[src/rtl/cmd_initiator.sv]
// Command initiator: queues RD/WR/ADD/SUB requests in a small FIFO and issues them one
// per cycle to a storage module. A read stalls further issue until its response is taken.
module cmd_initiator #(
  parameter int unsigned mem_width  = 16,
  parameter int unsigned mem_length = 8,
  parameter int unsigned FIFO_DEPTH = 4,
  parameter int unsigned RD_LAT     = 1
) (
  input  logic                  clk,
  input  logic                  rst,
  input  logic                  req_valid,
  output logic                  req_ready,
  input  logic [1:0]            req_cmd,
  input  logic [mem_length-1:0] req_addA,
  input  logic [mem_length-1:0] req_addB,
  input  logic [mem_length-1:0] req_addC,
  input  logic [mem_width-1:0]  req_data,
  output logic [1:0]            cmd,
  output logic [mem_length-1:0] addA,
  output logic [mem_length-1:0] addB,
  output logic [mem_length-1:0] addC,
  output logic [mem_width-1:0]  DQ_i,
  input  logic [mem_width-1:0]  DQ_o,
  output logic                  rsp_valid,
  input  logic                  rsp_ready,
  output logic [mem_width-1:0]  rsp_data,
  output logic [15:0]           issued_cnt
);

  localparam int unsigned PtrW = (FIFO_DEPTH > 1) ? $clog2(FIFO_DEPTH) : 1;
  localparam int unsigned CntW = PtrW + 1;
  localparam logic [1:0]  CmdRd = 2'd0;

  typedef struct packed {
    logic [1:0]            cmd;
    logic [mem_length-1:0] a;
    logic [mem_length-1:0] b;
    logic [mem_length-1:0] c;
    logic [mem_width-1:0]  data;
  } entry_t;

  typedef enum logic [1:0] {StIdle, StIssue, StWaitRd, StRsp} state_e;

  entry_t               fifo_q [FIFO_DEPTH];
  logic [PtrW-1:0]      wptr_q, wptr_d, rptr_q, rptr_d;
  logic [CntW-1:0]      count_q, count_d;
  logic                 push, pop, fifo_empty;
  state_e               state_q, state_d;
  entry_t               out_q, out_d;
  logic [2:0]           lat_q, lat_d;
  logic [mem_width-1:0] rsp_data_q, rsp_data_d;
  logic [15:0]          issued_q, issued_d;

  // Full blocks pushes even if a pop happens in the same cycle.
  assign req_ready  = (count_q != CntW'(FIFO_DEPTH));
  assign push       = req_valid && req_ready;
  assign fifo_empty = (count_q == '0);

  // FIFO entry storage; contents are only meaningful between the pointers.
  always_ff @(posedge clk) begin
    if (push) begin
      fifo_q[wptr_q] <= '{cmd: req_cmd, a: req_addA, b: req_addB, c: req_addC, data: req_data};
    end
  end

  // FIFO pointer and occupancy update.
  always_comb begin
    wptr_d  = wptr_q;
    rptr_d  = rptr_q;
    count_d = count_q;
    if (push) wptr_d = wptr_q + PtrW'(1);
    if (pop)  rptr_d = rptr_q + PtrW'(1);
    case ({push, pop})
      2'b10:   count_d = count_q + CntW'(1);
      2'b01:   count_d = count_q - CntW'(1);
      default: count_d = count_q;
    endcase
  end

  // Issue FSM: pops the head into the output register, which otherwise holds the idle pattern.
  always_comb begin
    state_d    = state_q;
    pop        = 1'b0;
    lat_d      = lat_q;
    rsp_data_d = rsp_data_q;
    out_d      = '0;
    case (state_q)
      StIdle: begin
        if (!fifo_empty) begin
          pop     = 1'b1;
          state_d = StIssue;
        end
      end
      StIssue: begin
        if (out_q.cmd == CmdRd) begin
          state_d = StWaitRd;
          lat_d   = 3'd1;
        end else if (!fifo_empty) begin
          pop     = 1'b1;
          state_d = StIssue;
        end else begin
          state_d = StIdle;
        end
      end
      StWaitRd: begin
        // lat_q is the number of cycles elapsed since the read issue cycle.
        if (lat_q == 3'(RD_LAT)) begin
          rsp_data_d = DQ_o;
          state_d    = StRsp;
        end else begin
          lat_d = lat_q + 3'd1;
        end
      end
      StRsp: begin
        if (rsp_ready) begin
          if (!fifo_empty) begin
            pop     = 1'b1;
            state_d = StIssue;
          end else begin
            state_d = StIdle;
          end
        end
      end
      default: state_d = StIdle;
    endcase
    if (pop) out_d = fifo_q[rptr_q];
  end

  // Every cycle spent in issue is exactly one command handed to storage.
  always_comb begin
    issued_d = (state_q == StIssue) ? issued_q + 16'd1 : issued_q;
  end

  // State registers; reset drops queued commands and any pending response.
  always_ff @(posedge clk or negedge rst) begin
    if (!rst) begin
      state_q    <= StIdle;
      wptr_q     <= '0;
      rptr_q     <= '0;
      count_q    <= '0;
      out_q      <= '0;
      lat_q      <= '0;
      rsp_data_q <= '0;
      issued_q   <= '0;
    end else begin
      state_q    <= state_d;
      wptr_q     <= wptr_d;
      rptr_q     <= rptr_d;
      count_q    <= count_d;
      out_q      <= out_d;
      lat_q      <= lat_d;
      rsp_data_q <= rsp_data_d;
      issued_q   <= issued_d;
    end
  end

  assign cmd        = out_q.cmd;
  assign addA       = out_q.a;
  assign addB       = out_q.b;
  assign addC       = out_q.c;
  assign DQ_i       = out_q.data;
  assign rsp_valid  = (state_q == StRsp);
  assign rsp_data   = rsp_data_q;
  assign issued_cnt = issued_q;

endmodule

[config.mk]
export PLATFORM = sky130hd
export DESIGN_NAME = cmd_initiator
export DESIGN_NICKNAME = d
export VERILOG_FILES = /design/src/rtl/cmd_initiator.sv
export SDC_FILE = /design/constraint.sdc
export NUM_CORES = 1
export LEC_CHECK = 0
export ABC_AREA = 1
export CORE_UTILIZATION = 49
export CTS_CLUSTER_DIAMETER = 60
export DETAILED_ROUTE_END_ITERATION = 6
export PLACE_DENSITY = 0.75
export SLEW_MARGIN = 10
export SYNTH_ARGS = -nofsm -noshare
export SYNTH_HDL_FRONTEND = slang
export SYNTH_SLANG_ARGS = --single-unit
[constraint.sdc]
create_clock -name clk -period 2.7 [get_ports clk]
set_input_delay 0.27 -clock clk [delete_from_list [all_inputs] [get_ports clk]]
set_output_delay 0.27 -clock clk [all_outputs]
set_load 0.05 [all_outputs]
# After elaboration in Yosys (flattened, before gate mapping)
# Memory sizes are Yosys's and may differ from the RTL's.
# Cells that the tools add are included.
# W data, S select, Z words.
word_totals:
  reg_bits: 86
  ram_bits: 168
  input_bits: 62
  wordCells: 57
  n_memories: 1
mem_list:
  columns: ["name", "words", "width", "rd", "rd_ports_with_merged_regs", "write_ports", "line_no", "text"]
  rows:
  - ["fifo_q", 4, 42, 1, 0, 1, "44", "entry_t fifo_q [FIFO_DEPTH];"]
classes:
  add_sub_neg: 6
  n_eq_ne: 12
  n_mux: 17
  n_reduce_logical: 9
ops:
  columns: ["op", "n"]
  rows:
  - ["$mux W42", 1]
  - ["$add A16 B1 Y16 const B", 1]
  - ["$pmux W3 S2", 2]
  - ["$mux W2", 4]
  - ["$ne A2 B2 Y1 const B", 4]
  - ["$pmux W2 S4", 1]
  - ["$add A3 B1 Y3 const B", 2]
  - ["$eq A2 B2 Y1 const B", 3]
  - ["$mux W1", 6]
  - ["$mux W3", 2]
  - ["$reduce_and A3 Y1", 2]
  - ["$add A2 B1 Y2 const B", 2]
  - ["$eq A2 B1 Y1 const B", 2]
  - ["$logic_not A2 Y1", 2]
  - ["$reduce_bool A2 Y1", 2]
  - ["$eq A3 B1 Y1 const B", 1]
  - ["$logic_not A3 Y1", 1]
  - ["$ne A3 B3 Y1 const B", 1]
  - ["$pmux W1 S3", 1]
  - ["$sub A3 B1 Y3 const B", 1]
  - ["$ne A2 B1 Y1 const B", 1]
  - ["$reduce_and A2 Y1", 1]
  - ["$logic_and A1 B1 Y1", 1]

# Longest topological paths before layout
# Gate-level depths: netlist of the first run.
logic_depth:
  word_depth: 6
  mapped_depth: 15
  mapped_depth_nobuf: 14

# Worst setup path after synthesis of the first run
# OpenSTA, ideal clock, no wires.
synth_timing:
  kind: "reg2reg"
  start: "register count_q[0]"
  end: "memory fifo_q[0][0] (netlist bit) (enable)"
  t_arrival_ns: 2.886
  path_slack_ns: -0.627
  stages_incl_launch_ff: 5
  n_path_buf: 0
  synth_period_minus_slack_ns: 3.327
  cell_sequence: "dfrtp_1 > nor2_1 > nand2_1 > nand2_1 > nor2_1"
synth_via:
  elab_chain_len: 4
synth_lines:
  columns: ["item", "line_no", "text"]
  rows:
  - ["start: declaration", "46", "logic [CntW-1:0] count_q, count_d;"]
  - ["start signal: assignment", "149", "count_q <= count_d;"]
  - ["$ne A3 B3 Y1", "55", "assign req_ready = (count_q != CntW'(FIFO_DEPTH));"]
  - ["net req_ready", "12", "output logic req_ready,"]
  - ["$logic_and A1 B1 Y1", "56", "assign push = req_valid && req_ready;"]
  - ["$mux W1", "61", "if (push) begin"]
  - ["$mux W1 (not written as such)", "62", "fifo_q[wptr_q] <= '{cmd: req_cmd, a: req_addA, b: req_addB, c: req_addC, data: req_data};"]
  - ["end: declaration", "44", null]
# The timed path passes the listed nets, and every way through them passes these cells.

==> results.py, run 1 <==
metrics = {
    "routing": {
        "drc_errors": 0,
        "vias": 6151,
        "drt_iter0_markers": 365,
        "postRouteAntennaNets": 0,
        "wl_per_cell_um": 16.3,
        "vias_per_cell": 5.16,
        "dr.pass1.iters": 5,
        "wl_um": 19500,
    },
    "global_routing": {
        "grt_overflow_total": 0,
        "grt_first_pass_wirelength_um": 30800,
        "grt_pass1_vias": 6123,
        "grt_max_degree": 86,
        "antenna_found_initial": 1,
        "grt_use_total_pct": 19.5,
    },
    "min_path": {
        "min_path_type": "input pin to asynchronous set/reset pin",
    },
    "floorplan": {
        "core_um2": 19500,
        "dieArea_um2": 20600,
        "initial_core_util_pct": 50.1,
        "die_x_um": 143,
        "io_pins": 138,
        "row_count": 51,
        "die_y_um": 143,
    },
    "synth": {
        "syn_avg_cell_area_um2": 12.9,
        "syn_inst": 757,
        "synth_simple_gate_area_share_pct": 9.32,
        "netlist_area_um2": 9790,
        "synth-seq-cells": 254,
        "synth_adder_area_share_pct": 1.87,
        "synth_top_family_by_area": "simple AND/OR/NAND/NOR gates",
        "muxShareOfSynthArea_pct": 1.84,
        "synth_compound_area_share_pct": 7.63,
        "synth-xor-area-share_pct": 1.25,
        "synth_cell_types": 31,
        "synth_warnings": 0,
        "synth_nets": 833,
        "yosysSeqAreaShare_pct": 73.5,
    },
    "timing": {
        "setup_ws_ps": 300,
        "fin_crit_sh_pct": 88.9,
        "fmax_mhz": 417,
        "final-hold-violation-count": 0,
        "tns_ps": 0,
        "drv_slew": 0,
        "timing.hold.ws_ps": 345,
        "rsz0062_at_grt": "no",
        "slew_headroom_pct": 45.2,
        "setup_violations": 0,
        "min_period_ps": 2400,
        "fin_skew_ps": 8.58,
        "tightest_slew_ps": 822,
    },
    "setup_path": {
        "arrival_ps": 2790,
        "crit_required_ps": 3090,
        "startpoint_type": "flop",
        "end_kind": "flop",
        "path_max_fanout": 5,
        "path_class": "flop to flop",
    },
    "layout": {
        "final_cell_mix": "168 x edfxtp_1, 136 x clkdlybuf4s50_1, 129 x nor2_1",
        "finalNonFillerCells": 1193,
        "final_util_pct": 63.7,
        "final_nets": 985,
        "diodes": 0,
        "drive_above_1_share_pct": 10.8,
        "fill_cells": 1469,
        "final_common_cell": "edfxtp_1",
        "area_growth_pct": 27.0,
    },
    "cts": {
        "cts_inserted_buffers": 26,
        "ctsRootBufferMaster": "clkbuf_16",
        "post_cts_resized": 0,
        "insertion_delay_ps": 520,
        "cts_tree": "done",
        "cts_max_level": 1,
        "clk_pin_slew_ps": 60,
        "cts.sinks": 254,
        "clk_path_buf_depth": 3,
    },
    "power_and_ir_drop": {
        "p_leak_uw": 0.00487,
        "p_per_area_nw_per_um2": 1200,
        "vdd_drop_max_v": 0.000672,
    },
    "placed_design": {
        "placed_cells": 1145,
        "portBuffers": 137,
        "gp_congestion": 0.792,
        "dp_hpwl_um": 12000,
        "pre_cts_ws_ps": 315,
    },
    "job": {
        "drv_cap": 0,
    },
    "run_status": {
        "status": "finished, final reports clean",
    },
}
-- synth_stat cells --
library cell  instances  area share [%]
xor2_1                9            0.81
buf_2                 8            0.41
fa_1                  1            0.20
nor2_1              133             5.1
nand2_2               1           0.064
nand3_2               2            0.20
nand2_4               1            0.12
inv_1                73             2.8
nand2_1              48             1.8
nand3b_1              1           0.077
buf_1                 1           0.038
xnor2_1               5            0.45
nor2_4                2            0.23
ha_1                 13             1.7
clkbuf_1             14            0.54
o22ai_1              43             2.7
o21ai_0              88             4.5
o21a_1                1           0.077
buf_4                 4            0.31
nor3_1                2            0.10
nor2_2               12            0.77
a21oi_1               3            0.15
dfrtp_1              86              22
o21bai_1              1           0.077
nand3_1              11            0.56
buf_6                 4            0.46
o31ai_1               1           0.077
nand4_1               4            0.26
mux2_2               16             1.8
edfxtp_1            168              52
inv_2                 1           0.038
-- critical path: stages (launching register included) --
cell     delay, ps
dfrtp_1        410
inv_1          120
ha_1           260
inv_2           90
nor2_4         140
nand2_2         70
nand3_2        120
nand2_4         50
inv_1           50
ha_1           130
inv_1           60
fa_1           380
a21oi_1        150
o21ai_0        110
xor2_1         150
-- routing by layer --
metal | up-vias | share of wire, % | global-route usage (%)
met5 | - | 0.056 | 0
met4 | 2 | 1.9 | 5.88
met3 | 33 | 7.2 | 3.97
met2 | 227 | 49 | 34.2
met1 | 2976 | 42 | 24.5
li1 | 2913 | - | -
-- logic make-up after synthesis --
family                   after synthesis
adder cells (fa/ha/maj)               14
AO/OA/AOI/OAI                        137
buffers and inverters                105
multiplexers                          16
flip-flops                           254
XOR/XNOR                              14
AND/OR/NAND/NOR                      217
-- final timing paths --
path                                   start            end  slack [ps]  depth (start not counted)
worst max-delay path                    flop     count_q[2]         300                         14
worst min-delay path                     rst  issued_cnt[3]         350                          2
worst max register to register          flop     count_q[2]         300                         14
worst min register to register  rsp_data[10]   rsp_data[10]         500                          1
max in group asynchronous                rst        DQ_i[6]        1710                          3
min in group clk                    DQ_o[14]   rsp_data[14]         370                          2
-- area by class of cell --
| type | instances | area [µm²] | share of cell area (%) |
|---|---|---|---|
| Clock buffer | 31 | 721 | 5.79 |
| Clock inverter | 16 | 176 | 1.42 |
| Inverter | 74 | 278 | 2.23 |
| Multi-Input combinational cell | 398 | 2170 | 17.5 |
| Sequential cell | 254 | 7200 | 57.9 |
| Tap cell | 265 | 332 | 2.67 |
| Timing Repair Buffer | 155 | 1560 | 12.5 |
-- per-stage QoR --
stage	cell area [µm²]	total power, µW
final	12400	14900
after global routing	12400	15700
after CTS	12400	15000
after detailed placement	11500	11300
after global placement	11500	11200
after floorplan	9790	9530
-- repair_timing --
item,4_1_cts,5_1_grt
setup buffers,0,0
endpoints found under the setup margin,0,0
hold endpoints to repair,52,0
hold buffers,1,0
-- report_power, final --
part	switching [µW]	total, µW	internal, µW
registers	362	5540	5170
clock network	1410	3690	2270
logic	3820	5660	1830
total	5600	14900	9280
-- flip-flops by register name, summed over array words and instances, names as in the netlist, named ones only --
name	count
addB	8
lat_q	3
issued_cnt	16
DQ_i	16
cmd	2
rsp_data	16
rptr_q	2
addA	8
state_q	1
addC	8
fifo_q	168
wptr_q	2
count_q	3
Power figures use the tool's default switching activity.
==> inputs of run 2 (changes only) <==
--- a/config.mk
+++ b/config.mk
@@ -6,6 +6,7 @@
 export NUM_CORES = 1
 export LEC_CHECK = 0
 export ABC_AREA = 1
+export CORE_MARGIN = 4
 export CORE_UTILIZATION = 49
 export CTS_CLUSTER_DIAMETER = 60
 export DETAILED_ROUTE_END_ITERATION = 6
==> run 2 against run 1 <==
Against the previous run:
- die area up 8.5%
- hold slack got worse by 37 ps
- register-to-register slack hardly changed
- final cell count about the same
- sequential share of layout area rose by 0.41 points
- combinational power grew 1%
- via count down 0.59%
- clock power decreased by 7.6%
- design area is 0.70% lower
- flip-flop and latch count unchanged
- global-route usage fell by 1.5 points
- wire length increased by 3.6%
==> results.py, run 2 (synthesis gave the netlist of run 1 again) <==
metrics = {
    "run_status": {
        "status": "finished, final reports clean",
    },
    "timing": {
        "setup_violations": 0,
        "fmax_mhz": 419,
        "rsz0062_at_grt": "no",
        "min_period_ps": 2390,
        "slew_headroom_pct": 43.5,
        "fin_crit_sh_pct": 88.4,
        "drv_slew": 0,
        "setup_ws_ps": 313,
        "fin_skew_ps": 17.6,
        "final-hold-violation-count": 0,
        "tightest_slew_ps": 847,
        "tns_ps": 0,
    },
    "routing": {
        "wl_per_cell_um": 16.9,
        "vias_per_cell": 5.12,
        "drc_errors": 0,
        "drt_iter0_markers": 334,
        "maxUsedRoutingLayer": "met4",
        "wl_met3_um": 1160,
        "dr.pass1.iters": 5,
        "vias": 6115,
        "postRouteAntennaNets": 0,
        "wl_um": 20200,
        "wl_met1_um": 8790,
        "wl_met2_um": 9870,
    },
    "setup_path": {
        "arrival_ps": 2770,
        "crit_chain": "inv_1, ha_2, inv_2, nor2_4, nand2_2, nand3_2, nand2_4, inv_1, ha_1, inv_1, fa_1, a21oi_1, o21ai_0, xor2_1",
        "slowest_delay_ps": 410,
        "ff2ff_path_depth": 14,
        "path_class": "flop to flop",
        "end_kind": "flop",
        "crit_top_cell": "inv_1",
        "critPathSlowestCell": "dfrtp_1",
        "startpoint_type": "flop",
        "crit_required_ps": 3080,
        "path_max_fanout": 5,
    },
    "cts": {
        "clk_path_buf_depth": 3,
        "insertion_delay_ps": 520,
        "cts_max_level": 1,
        "clk_pin_slew_ps": 60,
        "cts.sinks": 254,
        "cts_tree": "done",
        "ctsRootBufferMaster": "clkbuf_16",
        "cts_inserted_buffers": 26,
    },
    "floorplan": {
        "die_y_um": 149,
        "row_count": 51,
        "dieArea_um2": 22300,
        "io_pins": 138,
        "core_um2": 19500,
        "die_x_um": 149,
        "initial_core_util_pct": 50.1,
    },
    "placed_design": {
        "dpl_cell_area_um2": 11500,
        "pre_cts_ws_ps": 263,
        "portBuffers": 137,
        "gp_congestion": 0.830,
        "dp_hpwl_um": 12400,
        "placed_cells": 1145,
    },
    "layout": {
        "final_nets": 985,
        "drive_above_1_share_pct": 10.2,
        "final_common_cell": "edfxtp_1",
        "final_cell_mix": "168 x edfxtp_1, 136 x clkdlybuf4s50_1, 129 x nor2_1",
        "area_growth_pct": 26.1,
        "postLayoutCellArea_um2": 12300,
        "largest_reg_flops": 168,
        "regMostFlops": "fifo_q",
        "finalNonFillerCells": 1194,
        "diodes": 0,
    },
    "job": {
        "drv_cap": 0,
    },
    "global_routing": {
        "grt_overflow_total": 0,
        "antenna_found_initial": 0,
        "grt_pass1_vias": 6082,
        "grt_max_degree": 86,
        "grt_first_pass_wirelength_um": 32000,
        "grt_use_total_pct": 18.1,
    },
    "power_and_ir_drop": {
        "vdd_drop_max_v": 0.000631,
        "p_per_area_nw_per_um2": 1190,
        "p_leak_uw": 0.00482,
    },
    "min_path": {
        "min_path_type": "input pin to asynchronous set/reset pin",
    },
}
## run 2: what timing repair did
| action | 4_1_cts | 5_1_grt |
|---|---|---|
| hold buffers | 1 | 0 |
| resized for setup | 0 | 1 |
| buffers inserted | 0 | 0 |
| setup endpoints to repair | 0 | 1 |
| endpoints found under the hold margin | 45 | 0 |
## run 2: critical path, delay by kind of cell (launching register included)
kind                     cells  cell delay [ps]
XOR/XNOR                     1              160
AND/OR/NAND/NOR              4              390
flip-flops                   1              410
AO/OA/AOI/OAI                2              250
buffers and inverters        4              300
adder cells (fa/ha/maj)      3              750
## run 2: per-layer routing
layer | global-route usage [%] | vias up
li1 | - | 2912
met1 | 24.3 | 3011
met2 | 31.1 | 170
met3 | 3.13 | 22
met4 | 4.12 | 0
met5 | 0 | -
## run 2: metrics by stage
step | hold slack [ps] | utilization, % | total power [µW]
floorplan | -25.6 | - | 9530
CTS | 316 | 63.2 | 14800
finish | 309 | 63.2 | 14600
global placement | 319 | 59.0 | 11200
detailed placement | 322 | 59.0 | 11400
global route | 359 | 63.2 | 15500
## run 2: path summary, 6_finish.rpt
check	slack [ps]	endpoint
max	310	count_q[2]
min	310	issued_cnt[4]
max reg2reg	310	count_q[2]
min reg2reg	500	issued_cnt[15]
max in group asynchronous	1730	rptr_q[0]
min in group clk	370	rsp_data[4]
## run 2: report_power, final
group	leakage, µW	total (µW)	internal, µW	switching (µW)
Sequential	0.00263	5500	5170	327
Clock	0.000399	3410	2010	1400
Combinational	0.00178	5730	1830	3910
Total	0.00482	14600	9010	5640
## run 2: final cells by class
class / instances / area [µm²]
Inverter: 74 / 278
Sequential cell: 254 / 7200
Clock inverter: 11 / 118
Tap cell: 265 / 332
Fill cell: 1486 / 7180
Timing Repair Buffer: 155 / 1540
Clock buffer: 37 / 702
Multi-Input combinational cell: 398 / 2180
